$ cat src/rtl/imem_loader.sv
//------------------------------------------------------------------------------
// imem_loader
// Loads a program image from a byte stream into instruction memory while
// holding the core. Stream format: LEN_LO, LEN_HI (word count N), 4*N data
// bytes (little-endian words), one XOR checksum byte over the data bytes.
//
// Ports
//   clk        : system clock, rising edge
//   rst        : asynchronous active-high reset
//   start      : one-cycle request to begin a load (honoured in IDLE/DONE/ERR)
//   byte_valid : upstream byte present on byte_data
//   byte_data  : upstream stream byte
//   byte_ready : loader accepts a byte this cycle
//   wr_en      : one-cycle instruction-memory write strobe
//   wr_addr    : byte address of the write (4 * word index)
//   wr_data    : instruction word to write
//   cpu_hold   : hold core fetch while loading
//   busy       : load in progress
//   done       : last load completed with a good checksum
//   error      : last load aborted (bad length or bad checksum)
//------------------------------------------------------------------------------
`timescale 1ns/1ps

module imem_loader #(
  parameter int unsigned DEPTH = 128
) (
  input  logic        clk,
  input  logic        rst,
  input  logic        start,
  input  logic        byte_valid,
  input  logic [7:0]  byte_data,
  output logic        byte_ready,
  output logic        wr_en,
  output logic [31:0] wr_addr,
  output logic [31:0] wr_data,
  output logic        cpu_hold,
  output logic        busy,
  output logic        done,
  output logic        error
);

  typedef enum logic [2:0] {
    S_IDLE,
    S_LEN0,
    S_LEN1,
    S_DATA,
    S_CHECK,
    S_DONE,
    S_ERR
  } state_t;

  state_t      r_state;
  state_t      w_next;

  logic [7:0]  r_len_lo;
  logic [15:0] r_len;
  logic [15:0] r_word_idx;   // index of the next word to be written
  logic [1:0]  r_byte_idx;   // byte position within the current word
  logic [23:0] r_asm;        // lower three bytes of the word being assembled
  logic [7:0]  r_csum;
  logic        r_wr_en;
  logic [31:0] r_wr_addr;
  logic [31:0] r_wr_data;

  logic        w_active;
  logic        w_xfer;
  logic [15:0] w_len;
  logic        w_len_ok;
  logic        w_all_issued;
  logic        w_csum_ok;

  assign w_active     = (r_state == S_LEN0) || (r_state == S_LEN1) ||
                        (r_state == S_DATA) || (r_state == S_CHECK);
  assign w_xfer       = byte_valid && w_active;
  assign w_len        = {byte_data, r_len_lo};
  assign w_len_ok     = (w_len != 16'd0) && ({16'd0, w_len} <= DEPTH);
  assign w_all_issued = (r_word_idx == r_len);
  assign w_csum_ok    = (byte_data == r_csum);

  assign byte_ready = w_active;
  assign busy       = w_active;
  assign cpu_hold   = w_active;
  assign done       = (r_state == S_DONE);
  assign error      = (r_state == S_ERR);
  assign wr_en      = r_wr_en;
  assign wr_addr    = r_wr_addr;
  assign wr_data    = r_wr_data;

  always_ff @(posedge clk or posedge rst) begin
    if (rst) r_state <= S_IDLE;
    else     r_state <= w_next;
  end

  // DATA is held for one extra cycle after the last word completes so the
  // registered wr_en pulse for that word is never visible in CHECK. A byte
  // transferring in that cycle is already the checksum byte and is judged
  // directly, so stream behaviour is unchanged.
  always_comb begin
    w_next = r_state;
    case (r_state)
      S_IDLE, S_DONE, S_ERR: if (start) w_next = S_LEN0;
      S_LEN0:  if (w_xfer) w_next = S_LEN1;
      S_LEN1:  if (w_xfer) w_next = w_len_ok ? S_DATA : S_ERR;
      S_DATA: begin
        if (w_all_issued) begin
          if (w_xfer) w_next = w_csum_ok ? S_DONE : S_ERR;
          else        w_next = S_CHECK;
        end
      end
      S_CHECK: if (w_xfer) w_next = w_csum_ok ? S_DONE : S_ERR;
      default: w_next = S_IDLE;
    endcase
  end

  always_ff @(posedge clk or posedge rst) begin
    if (rst) begin
      r_len_lo   <= '0;
      r_len      <= '0;
      r_word_idx <= '0;
      r_byte_idx <= '0;
      r_asm      <= '0;
      r_csum     <= '0;
      r_wr_en    <= 1'b0;
      r_wr_addr  <= '0;
      r_wr_data  <= '0;
    end else begin
      r_wr_en <= 1'b0;
      case (r_state)
        S_IDLE, S_DONE, S_ERR: begin
          if (start) begin
            r_word_idx <= '0;
            r_byte_idx <= '0;
            r_asm      <= '0;
            r_csum     <= '0;
          end
        end
        S_LEN0: if (w_xfer) r_len_lo <= byte_data;
        S_LEN1: if (w_xfer) r_len <= w_len;
        S_DATA: begin
          if (w_xfer && !w_all_issued) begin
            r_csum     <= r_csum ^ byte_data;
            r_byte_idx <= r_byte_idx + 2'd1;
            if (r_byte_idx == 2'd3) begin
              r_wr_en    <= 1'b1;
              r_wr_data  <= {byte_data, r_asm};
              r_wr_addr  <= {14'd0, r_word_idx, 2'b00};
              r_word_idx <= r_word_idx + 16'd1;
            end else begin
              r_asm <= {byte_data, r_asm[23:8]};
            end
          end
        end
        default: ;
      endcase
    end
  end

endmodule

$ cat config.mk
export PLATFORM = sky130hd
export DESIGN_NAME = imem_loader
export DESIGN_NICKNAME = d
export VERILOG_FILES = /design/src/rtl/imem_loader.sv
export SDC_FILE = /design/constraint.sdc
export NUM_CORES = 1
export LEC_CHECK = 0
export ABC_AREA = 0
export BUFFER_PORTS_ARGS = -buffer_cell sky130_fd_sc_hd__clkbuf_2
export CORE_AREA = 2 2 109 164
export CTS_BUF_LIST = sky130_fd_sc_hd__clkbuf_8
export DETAILED_ROUTE_END_ITERATION = 7
export DIE_AREA = 0 0 111 166
export PLACE_DENSITY_LB_ADDON = 0.08
export SLEW_MARGIN = 10
export SYNTH_ARGS = -nofsm -noshare
export SYNTH_HDL_FRONTEND = slang
export SYNTH_SLANG_ARGS = --single-unit
$ cat constraint.sdc
create_clock -name clk -period 9.51 [get_ports clk]
set_input_delay 0 -clock clk [delete_from_list [all_inputs] [get_ports clk]]
set_output_delay 0 -clock clk [all_outputs]
set_load 0.01 [all_outputs]
==> impl_metrics.csv <==
group,metric,value,unit
clock_network,clk_path_buf_depth,2,
detailed_routing,vias,3924,
sta,rsz0062_at_grt,"false",
sta,period_needed,3230,ps
sta,setup_slack,6280,ps
critical_path,reg2regPathDepth,6,
logic_synthesis,ys_top_cells_by_area,"dfrtp_1, mux2_2, xor2_1",
place,dpl-instance-area,6220,sq um
clock_network,cts-htree-levels,4,
global_routing,overflow,0,
power,p_total,1.65,mW
place,post-place-ws,6260,ps
logic_synthesis,yosys_warnings,0,
logic_synthesis,synth_cell_types,50,
detailed_routing,drtIter0Drc,175,
sta,fin_skew,9.89,ps
final_layout,layout.cells.non_filler,797,
final_layout,fillers,1676,
power,pwr_density_cell,246,nW/um^2
sta,period_share,33.9,%
floorplan,die_w,111,um
detailed_routing,route.met3.wl,345,um
detailed_routing,met1_length,5670,um
final_layout,seq_area,3150,sq um
sta,setup_viol,0,
critical_path,path_class,"reg2reg",
detailed_routing,wl_met2,6910,um
logic_synthesis,yosysMostFrequentCell,"dfrtp_1",
detailed_routing,drcViolationCount,0,
final_layout,final_cell_area,6730,sq um
global_routing,grt_pass1_wl,21800,um
clock_network,clk_pin_slew,80,ps
logic_synthesis,synth_area_leader_cell,"dfrtp_1",
power,leakagePower,3.29,nW
clock_network,cts_sinks,126,
critical_path,crit_fanout,69,
final_layout,drive_gt1_share,30.5,%
global_routing,grt_max_degree,70,
detailed_routing,maxUsedRoutingLayer,"met4",
floorplan,start_util,34.4,%
job,cap_violations,0,
logic_synthesis,syn_inst,507,
sta,final_hold_viol_count,0,
clock_network,cts-buffers-inserted,17,
floorplan,rows,59,
hold_path,hold_path.class,"in2async",
logic_synthesis,netlist_area,5870,sq um
sta,timing.final.max_slew_violations,0,
final_layout,multi_input_area,2420,sq um
clock_network,cts_setup_buffers,0,
sta,worst_pin_slew,1080,ps
final_layout,antennaDiodeCount,0,
place,place.gp.congestion,0.768,
critical_path,end_kind,"flip-flop",
clock_network,clk_latency,430,ps
global_routing,track_usage,14.9,%
detailed_routing,firstDrtPassIters,4,
floorplan,die_h,166,um
logic_synthesis,async_flop_share,100,%
floorplan,core,17100,sq um
logic_synthesis,synth-seq-cells,126,
logic_synthesis,synth_edf_count,0,
detailed_routing,wl_per_cell,16.5,um
logic_synthesis,seq_area_frac_synth,53.8,%
power,ir_drop,80.2,uV
run_status,status,"complete, no violations",
critical_path,crit_path_start_kind,"flip-flop",
clock_network,clock-root-buffer,"clkbuf_8",
place,place_inst,755,
critical_path,critical_path_required,9860,ps
clock_network,cts_tree,"yes",
logic_synthesis,synth_flop_cell,"dfrtp_1",
place,dp_hpwl,9010,um
detailed_routing,via_per_inst,4.92,
logic_synthesis,yosys-top-cells-count,"dfrtp_1, mux2_2, nand2_1, nand3_1, o21ai_0",
logic_synthesis,yosys.area.top_type_share,53.8,%
logic_synthesis,post_synth.cell_area_avg,11.6,sq um
floorplan,io_pins,82,
final_layout,syn_to_final_growth,14.7,%
sta,slew_headroom,27.8,%
detailed_routing,antenna_left,0,
detailed_routing,drt-total-wl,13100,um
global_routing,antenna_found_initial,0,
critical_path,crit_arrival,3580,ps
sta,timing.fmax,310,MHz
final_layout,finalNetCount,586,
place,port_buffers,65,
sta,final.setup.tns,0,ps
global_routing,grt_pass1_vias,3931,
floorplan,dieArea,18400,sq um
==> cell usage in the layout (no fill, tap or decap), drive strengths merged, types with 6 or more instances in the layout <==
| master | Yosys | layout |
|---|---|---|
| clkbuf | 7 | 83 |
| nor4 | 10 | 10 |
| a21o | 6 | 6 |
| inv | 8 | 9 |
| a21oi | 12 | 12 |
| conb | 1 | 16 |
| nor3b | 8 | 8 |
| nand2 | 47 | 47 |
| nand2b | 9 | 9 |
| dlygate4sd3 | 0 | 11 |
| nand3 | 41 | 41 |
| and3 | 6 | 6 |
| mux2i | 6 | 6 |
| o21ai | 36 | 36 |
| nor2 | 6 | 6 |
| dfrtp | 126 | 126 |
| mux2 | 66 | 66 |
| xor2 | 25 | 25 |
==> stage by stage <==
step,util (%),hold WS [ps]
5_1_grt,39.4,309
6_report,39.4,244
3_5_place_dp,36.5,181
2_1_floorplan,-,152
4_1_cts,39.4,247
3_3_place_gp,36.5,171
==> power breakdown <==
group          switching, mW  internal (mW)  total [mW]
Sequential             0.105          0.651       0.756
Combinational          0.240          0.198       0.439
Clock                  0.220          0.239       0.459
Total                  0.565           1.09        1.65
==> sequential cells by signal (all words and copies together), names as in the netlist <==
signal / flops
r_csum: 8
wr_data: 32
r_word_idx: 16
wr_addr: 16
r_asm: 24
r_len_lo: 8
r_state: 3
wr_en: 1
r_len: 16
r_byte_idx: 2
==> cell type report <==
class                      count  share of cell area [%]
clock buffer                  18                    3.68
inverter                       8                   0.484
timing repair buffer          79                    6.81
tap                          213                    3.96
multi-input combinational    340                    36.1
sequential                   126                    46.9
clock inverter                13                    2.12
==> critical path: stages, from the launching register on <==
cell and delay (ps):
dfrtp_1 560, nor2b_1 250, and2_1 670, and3_1 380, nand2_4 430, or4_1 670
a21oi_1 150
==> logic make-up (layout without fill, tap and decap cells) <==
kind of cell             Yosys count  count (layout)  share of synthesized area [%]
XOR/XNOR                          28              28                           4.18
flip-flops                       126             126                           53.8
multiplexers                      72              72                           13.7
AND/OR/NAND/NOR                  149             149                           14.2
AO/OA/AOI/OAI                     73              73                           7.74
buffers and inverters             56             118                           5.93
other                              1              16                         0.0639
adder cells (fa/ha/maj)            2               2                          0.427
==> layer usage <==
| layer | vias to the layer above | GRT usage [%] |
|---|---|---|
| li1 | 1887 | - |
| met1 | 1969 | 18.2 |
| met2 | 52 | 25.9 |
| met3 | 16 | 3.39 |
| met4 | 0 | 5.00 |
| met5 | - | 0 |
==> path summary, 6_finish.rpt <==
kind,start,endpoint,slack [ps]
setup / recovery,r_state[1],r_word_idx[7],6280
hold / removal,rst,r_asm[7],240
setup reg to reg,r_state[1],r_word_idx[7],6280
hold reg to reg,wr_data[29],wr_data[29],490
max in group asynchronous,rst,r_word_idx[11],7890
min in group clk,byte_valid,r_state[1],480
==> repair_timing <==
action,4_1_cts,5_1_grt
endpoints found under the hold margin,80,0
gates resized for setup,0,0
hold buffers,11,0
Power figures use the tool's default switching activity.
